## src/rtl/sica_pkg.sv

```systemverilog
// Shared definitions for the sica stream controller: FSM encoding, window size helper
// and the default RUN timeout shared with the system-level bench.
package sica_pkg;

    typedef enum logic [2:0] {
        ST_IDLE  = 3'd0,
        ST_LOAD  = 3'd1,
        ST_START = 3'd2,
        ST_RUN   = 3'd3,
        ST_DRAIN = 3'd4
    } state_t;

    localparam int DEFAULT_TIMEOUT = 1000000;

    function automatic int n_words(input int dim, input int samples);
        return dim * samples;
    endfunction

endpackage

```

## src/rtl/sica_result_serializer.sv

```systemverilog
// Captures the full s_est bus once per window and replays it word by word
// over a registered valid/ready output, word 0 first.
module sica_result_serializer
    import sica_pkg::*;
#(
    parameter int DATA_WIDTH = 32,
    parameter int DIM        = 5,
    parameter int SAMPLES    = 10,
    parameter int CNT_W      = $clog2(DIM*SAMPLES+1)
) (
    input  logic                                clk,
    input  logic                                reset,
    input  logic                                capture,
    input  logic                                start_drain,
    input  logic [DATA_WIDTH*DIM*SAMPLES-1:0]   s_est,
    output logic signed [DATA_WIDTH-1:0]        out_data,
    output logic                                out_valid,
    input  logic                                out_ready,
    output logic                                drain_done
);

    localparam int N_WORDS = n_words(DIM, SAMPLES);

    logic [DATA_WIDTH*N_WORDS-1:0] cap;
    logic [CNT_W-1:0]              rc;
    logic [CNT_W-1:0]              rc_next;
    logic                          accept;

    assign accept     = out_valid && out_ready;
    assign drain_done = accept && (rc == CNT_W'(N_WORDS - 1));
    assign rc_next    = rc + CNT_W'(1);

    always_ff @(posedge clk) begin
        if (reset) begin
            cap       <= '0;
            rc        <= '0;
            out_data  <= '0;
            out_valid <= 1'b0;
        end else begin
            if (capture) begin
                cap <= s_est;
            end
            // The first word bypasses cap when capture and start_drain coincide.
            if (start_drain) begin
                rc        <= '0;
                out_valid <= 1'b1;
                out_data  <= capture ? s_est[0 +: DATA_WIDTH] : cap[0 +: DATA_WIDTH];
            end else if (drain_done) begin
                out_valid <= 1'b0;
            end else if (accept) begin
                rc       <= rc_next;
                out_data <= cap[int'(rc_next)*DATA_WIDTH +: DATA_WIDTH];
            end
        end
    end

endmodule

```

## src/rtl/sica_stream_ctrl.sv

```systemverilog
// Window sequencer for sica_top: streams input words into the serial load port,
// pulses start, waits for completion under a timeout, then drains the results.
module sica_stream_ctrl
    import sica_pkg::*;
#(
    parameter int DATA_WIDTH     = 32,
    parameter int DIM            = 5,
    parameter int SAMPLES        = 10,
    parameter int TIMEOUT_CYCLES = DEFAULT_TIMEOUT,
    parameter int CNT_W          = $clog2(DIM*SAMPLES+1),
    parameter int TO_W           = $clog2(TIMEOUT_CYCLES+1)
) (
    input  logic                                clk,
    input  logic                                reset,
    input  logic                                go,
    input  logic signed [DATA_WIDTH-1:0]        in_data,
    input  logic                                in_valid,
    output logic                                in_ready,
    output logic signed [DATA_WIDTH-1:0]        z_out,
    output logic                                z_valid_out,
    output logic                                load_data_out,
    output logic                                sica_start_out,
    input  logic                                sica_complete_in,
    input  logic [DATA_WIDTH*DIM*SAMPLES-1:0]   s_est_in,
    output logic signed [DATA_WIDTH-1:0]        out_data,
    output logic                                out_valid,
    input  logic                                out_ready,
    output logic                                busy,
    output logic                                timeout_err
);

    localparam int N_WORDS = n_words(DIM, SAMPLES);

    state_t           state;
    state_t           state_next;
    logic [CNT_W-1:0] wc;
    logic [TO_W-1:0]  tc;
    logic             accept_in;
    logic             all_loaded;
    logic             capture;
    logic             run_timeout;
    logic             drain_done;

    // wc reaching N_WORDS keeps LOAD alive one extra cycle so the last z word
    // is still framed by load_data_out and the start pulse follows it.
    assign all_loaded  = (wc == CNT_W'(N_WORDS));
    assign accept_in   = in_valid && in_ready;
    assign capture     = (state == ST_RUN) && sica_complete_in;
    assign run_timeout = (state == ST_RUN) && !sica_complete_in
                         && (tc == TO_W'(TIMEOUT_CYCLES - 1));

    always_ff @(posedge clk) begin
        if (reset) begin
            state <= ST_IDLE;
        end else begin
            state <= state_next;
        end
    end

    always_comb begin
        state_next = state;
        unique case (state)
            ST_IDLE:  if (go)          state_next = ST_LOAD;
            ST_LOAD:  if (all_loaded)  state_next = ST_START;
            ST_START:                  state_next = ST_RUN;
            ST_RUN: begin
                if (capture)           state_next = ST_DRAIN;
                else if (run_timeout)  state_next = ST_IDLE;
            end
            ST_DRAIN: if (drain_done)  state_next = ST_IDLE;
            default:                   state_next = ST_IDLE;
        endcase
    end

    always_comb begin
        in_ready       = (state == ST_LOAD) && !all_loaded;
        load_data_out  = (state == ST_LOAD);
        sica_start_out = (state == ST_START);
        busy           = (state != ST_IDLE);
    end

    always_ff @(posedge clk) begin
        if (reset) begin
            wc          <= '0;
            tc          <= '0;
            timeout_err <= 1'b0;
            z_out       <= '0;
            z_valid_out <= 1'b0;
        end else begin
            z_valid_out <= accept_in;
            if (accept_in) begin
                z_out <= in_data;
            end
            if ((state == ST_IDLE) && go) begin
                wc          <= '0;
                timeout_err <= 1'b0;
            end else if (accept_in) begin
                wc <= wc + CNT_W'(1);
            end
            if (state == ST_START) begin
                tc <= '0;
            end else if ((state == ST_RUN) && !capture && !run_timeout) begin
                tc <= tc + TO_W'(1);
            end
            if (run_timeout) begin
                timeout_err <= 1'b1;
            end
        end
    end

    sica_result_serializer #(
        .DATA_WIDTH (DATA_WIDTH),
        .DIM        (DIM),
        .SAMPLES    (SAMPLES),
        .CNT_W      (CNT_W)
    ) u_serializer (
        .clk         (clk),
        .reset       (reset),
        .capture     (capture),
        .start_drain (capture),
        .s_est       (s_est_in),
        .out_data    (out_data),
        .out_valid   (out_valid),
        .out_ready   (out_ready),
        .drain_done  (drain_done)
    );

endmodule

```

## config.mk

```make
export PLATFORM = sky130hd
export DESIGN_NAME = sica_stream_ctrl
export DESIGN_NICKNAME = d
export VERILOG_FILES = /design/src/rtl/sica_pkg.sv /design/src/rtl/sica_result_serializer.sv /design/src/rtl/sica_stream_ctrl.sv
export SDC_FILE = /design/constraint.sdc
export NUM_CORES = 2
export LEC_CHECK = 0
export CAP_MARGIN = 20
export CORE_AREA = 2 2 664 666
export DETAILED_ROUTE_END_ITERATION = 12
export DIE_AREA = 0 0 666 668
export SYNTH_ARGS = -nofsm -noshare
export SYNTH_HDL_FRONTEND = slang
export SYNTH_SLANG_ARGS = --single-unit
```

## constraint.sdc

```tcl
create_clock -name clk -period 2.67 [get_ports clk]
set_clock_uncertainty 0.05 [all_clocks]
set_input_delay 0.6675 -clock clk [delete_from_list [all_inputs] [get_ports clk]]
set_output_delay 0.6675 -clock clk [all_outputs]
set_load 0.01 [all_outputs]
```

# --- After elaboration in Yosys (flattened, before gate mapping) ---
# Index checks and enable logic that the tools add are counted.
op_classes:
  add_sub_neg: 3
  eq_ne: 12
  shift: 1
  muxes: 13
  bitwise_logic: 1
  n_reduce_logical: 25
op_table:
  columns: ["op", "count"]
  rows:
  - ["$shiftx 1600x12->32", 1]
  - ["$mux 32", 3]
  - ["$add 20x1->20 const B", 1]
  - ["$eq 20x20->1 const B", 1]
  - ["$mux 3", 5]
  - ["$pmux 3 s5", 1]
  - ["$add 6x1->6 const B", 2]
  - ["$eq 6x6->1 const B", 2]
  - ["$logic_and 1x1->1", 10]
  - ["$eq 3x2->1 const B", 2]
  - ["$ne 2x2->1 const B", 3]
  - ["$reduce_bool 2->1", 3]
  - ["$reduce_or 2->1", 3]
  - ["$logic_not 1->1", 4]
  - ["$mux 1", 4]
  - ["$reduce_and 2->1", 2]
  - ["$reduce_and 4->1", 1]
  - ["$eq 3x1->1 const B", 1]
  - ["$eq 3x3->1 const B", 1]
  - ["$logic_not 3->1", 1]
  - ["$ne 3x3->1 const B", 1]
  - ["$reduce_bool 3->1", 1]
  - ["$ne 2x1->1 const B", 1]
  - ["$not 1->1", 1]
totals:
  ff_bits: 1702
  in_bits: 1638
  out_inout_bits: 71
  elab_cells: 65

# --- Logic depth before layout (Yosys ltp) ---
depth:
  word_depth: 6
  depth_mapped: 13
  ltp_nobuf: 8

# --- By module ---
# From an unflattened synthesis, not the netlist that was laid out.
unflattened:
  cells_unflattened: 6746
  hier_area_um2: 73118.9
modules_own_cells:
  columns: ["module", "instances", "cells_each", "area_per_inst_um2", "seq_area_each_um2"]
  rows:
  - ["sica_result_serializer", 1, 6436, 70511.4, 32811.5]
  - ["sica_stream_ctrl", 1, 310, 2607.5, 1261.2]

# --- Least setup slack after synthesis ---
# OpenSTA, ideal clock, no wires.
synth_timing:
  path_kind: "register to register"
  from: "register u_serializer.rc[1]"
  to: "register u_serializer.out_data[0]"
  setup_time_ns: 0.115
  t_arrival_ns: 2.364
  required_time_ns: 2.505
  setup_slack_ns: 0.141
  path_stages_with_launch: 11
  n_path_buf: 3
  period_less_slack_ns: 2.529
  path_cell_list: "dfxtp_1 buf_2 inv_1 ha_1 buf_4 clkbuf_1 mux4_2 mux4_2 nor2_1 a2111oi_0 o21a_1"
synth_via:
  elab_chain_cells: 5
  word_cells_on_any_way: 9
  classes_between: "1 x add/sub; 2 x eq/ne; 1 x shift; 3 x mux; 2 x reduce/logical"
synth_rtl:
  columns: ["element", "line", "rtl"]
  rows:
  - ["start, declared", "sica_result_serializer.sv:25", "logic [CNT_W-1:0] rc;"]
  - ["start signal, assigned", "sica_result_serializer.sv:51", "rc <= rc_next;"]
  - ["$add 6x1->6", "sica_result_serializer.sv:31", "assign rc_next = rc + CNT_W'(1);"]
  - ["$shiftx 1600x12->32", "sica_result_serializer.sv:52", "out_data <= cap[int'(rc_next)*DATA_WIDTH +: DATA_WIDTH];"]
  - ["$mux 32", "sica_result_serializer.sv:50", "end else if (accept) begin"]
  - ["$mux 32", "sica_result_serializer.sv:48", "end else if (drain_done) begin"]
  - ["$mux 32", "sica_result_serializer.sv:44", "if (start_drain) begin"]
  - ["end signal, assigned", "sica_result_serializer.sv:47", "out_data <= capture ? s_est[0 +: DATA_WIDTH] : cap[0 +: DATA_WIDTH];"]
  - ["end signal, assigned", "sica_result_serializer.sv:52", null]
  - ["end, declared", "sica_result_serializer.sv:16", "output logic signed [DATA_WIDTH-1:0] out_data,"]
# Parallel ways exist; a longest one is shown, timed or not. The select of a mux whose other input is x is not followed.
# A chain may end at the register's enable or synchronous reset.

# --- Worst setup path in the final report ---
layout_timing:
  from: "register u_serializer.rc[1]"
  to: "register u_serializer.out_data[26]"
# The elaborated chain is that of the path after synthesis.

==> impl_metrics.ini <==
[drt]
drt-pass1-iter-count = 6
wl_per_cell_um = 31.1
via_per_inst = 4.43
drt_wl_total_um = 522000
ant_nets = 0
drt_iter0_drc = 6860
vias = 74300
drc = 0

[place]
dpl_cell_area_um2 = 99900
portBuffers = 1708
pre_cts_slack_ps = -870
place.gp.congestion = 0.984
dp_cells = 16100
dp.final_hpwl_um = 434000

[clocking]
postCtsHoldBufs = 0
cts_tree = yes
clk_pin_slew_ps = 70
clockBufferDepth = 4
clkLatencyLatePin_ps = 940
numCtsBuffers = 209
h-tree-depth = 4
clock_sink_count = 1702
root_buffer = clkbuf_16

[floorplanning]
die_w_um = 666
io-pin-count = 1709
die_h_um = 668
dieArea_um2 = 445000
num_rows = 243
start_util_pct = 16.4
core_um2 = 437000

[yosys]
yosysMostFrequentCell = nand2_1
yosys_warnings = 0
synthDistinctLibCells = 76
async_flop_share_pct = 0
synthSimpleGateAreaFrac_pct = 20.3
synth_compound_area_share_pct = 14.6
synth_top_family_by_area = simple AND/OR/NAND/NOR gates
ys_top_cells_by_count = 3532 x nand2_1, 1702 x dfxtp_1, 1693 x a21oi_1
synth_mux_area_share_pct = 12.7
yosys-top-cells-area = dfxtp_1 47%, nand2_1 18%, a21oi_1 12%
synth_area_per_cell_um2 = 8.21
synth_flop_cell = dfxtp_1
synth_adder_area_share_pct = 0.0871
synth_seq_cells = 1702
yosysTopAreaCell = dfxtp_1
synth-xor-area-share_pct = 0.427
syn-num-nets = 10400
seq_area_frac_synth_pct = 47.4
yosysTopAreaCellShare_pct = 47.4
netlist_area_um2 = 71800
synth-edff-count = 0
syn_inst = 8746

[power]
cellInternalPower_mw = 47.4
ir_worst_vdd_mv = 0.747
clkPwrFrac_pct = 47.6
power_mw = 63.9
combPwrFrac_pct = 11.1
seq_power_share_pct = 41.3
leakagePower_nw = 35.8
power.density_nw_per_um2 = 579
switchingPower_mw = 16.5
switching_share_pct = 25.9

[sta]
tightest_slew_ps = 1030
slew_violations = 0
fin_crit_sh_pct = 104
whs_ps = 109
rsz0062_at_grt = true
setup_viol = 27
period_needed_ps = 2790
fin_ws_ps = -116
fmax_ghz = 0.359
hold_violations = 0
slew_headroom_pct = 31.3

[finish]
multi_input_area_um2 = 35900
final_cells = 16800
area_growth_pct = 53.8
fillCellCount = 47500
final_nets = 12300
final_area_um2 = 110000
register_area_um2 = 34100
drive_gt1_share_pct = 15.4

[setup_path]
critical_path.top_delay_family = buffers and inverters
cp.required_ps = 3430
cpMaxStageDelayCell = mux4_2
worstSetupStartpointType = flop
path_common_cell = buf_12
critical_path.cell_chain = inv_2 > ha_4 > buf_12 > buf_12 > buf_8 > mux4_2 > a21oi_4 > o211ai_1 > buf_4 > nand3_4 > a211oi_2
endpoint_kind = flop
cp_slowest_stage_delay_ps = 440
arrival_ps = 3540
critPathKind = flop to flop
critPathBufInv = 5
crit_path_max_fanout = 7

[global_routing]
grt_max_degree = 186
grt_pass1_vias = 70700
overflow = 0
grt_antenna_before_repair = 500
grt_first_pass_wirelength_um = 663000
grt_usage_pct = 22.3

[outcome]
status = finished with violations
violations = negative setup slack

[run]
cap_violations = 0

[worst_hold_path]
hold_class = input port to flop
## layout by cell type (no fill, tap or decap), types with 56 or more instances in the layout
master	instances
buf_12	165
mux2i_1	118
nor2_1	56
diode_2	193
mux4_2	328
clkbuf_16	225
a21oi_1	1677
nand2_1	3496
buf_6	57
nand3_1	86
dfxtp_1	1698
buf_4	504
clkdlybuf4s50_1	1637
## cell families after synthesis
kind of cell / Yosys count
buffers and inverters: 751
and+or+nand+nor: 3785
muxes: 481
DFF: 1702
xor gates and xnor gates: 32
adders and majority gates: 5
AOI/OAI and AO/OA: 1990
## sequential cells by signal, indices dropped and copies added (netlist names)
name	count
u_serializer.out_valid	1
state	3
z_valid_out	1
u_serializer.rc	6
tc	20
timeout_err	1
u_serializer.cap	1600
u_serializer.out_data	32
wc	6
z_out	32
## per-stage QoR
step,setup TNS (ps),utilization (%)
after global placement,-273180,22.9
after floorplan,0,-
after detailed placement,-280500,22.9
after global routing,-3800,25.2
after CTS,-4840,24.9
final,-1590,25.3
## path summary, 6_finish.rpt
path / startpoint / to / slack [ps] / depth (start not counted)
worst max-delay path: u_serializer.rc[1]$_SDFFE_PP0P_ / u_serializer.out_data[26]$_SDFFE_PP0P_ / -120 / 11
worst max register to register: u_serializer.rc[1]$_SDFFE_PP0P_ / u_serializer.out_data[26]$_SDFFE_PP0P_ / -120 / 11
worst min register to register: u_serializer.cap[304]$_SDFFE_PP0P_ / u_serializer.cap[304]$_SDFFE_PP0P_ / 400 / 2
worst min-delay path: reset / u_serializer.cap[784]$_SDFFE_PP0P_ / 110 / 2
## per-layer routing
metal	wire length, um	GRT usage, %	vias to the layer above
li1	-	-	33600
met1	199000	25.4	36100
met2	247000	37.6	3327
met3	44300	6.87	1116
met4	30500	11.2	186
met5	1200	0	-
## power groups by stage
stage | sequential [mW] | combinational [mW] | clock, mW
6_report | 26.4 | 7.08 | 30.4
5_1_grt | 26.5 | 7.50 | 32.0
4_1_cts | 26.4 | 7.07 | 31.1
3_5_place_dp | 27.0 | 6.96 | 0
3_3_place_gp | 27.0 | 6.94 | 0
2_1_floorplan | 26.8 | 2.22 | 0
## worst register-to-register path: stages, from the launching register on
cell	delay, ps
dfxtp_2	340
inv_2	50
ha_4	370
buf_12	200
buf_12	170
buf_8	130
mux4_2	440
a21oi_4	240
o211ai_1	320
buf_4	280
nand3_4	70
a211oi_2	70
## final cells by class
cell class,instances,share of cell area [%]
Inverter,13,0.0442
Clock inverter,74,0.978
Clock buffer,303,5.54
Tap cell,5757,6.52
Timing Repair Buffer,2456,23.1
Sequential cell,1702,30.8
Multi-Input combinational cell,6293,32.5
Antenna cell,193,0.437
## repair_timing
action,4_1_cts,5_1_grt
setup buffers,47,45
pin swaps,27,80
resized for setup,285,182
gates cloned,6,11
endpoints found under the setup margin,85,33
Note: power is estimated with default switching activity, not from simulation.
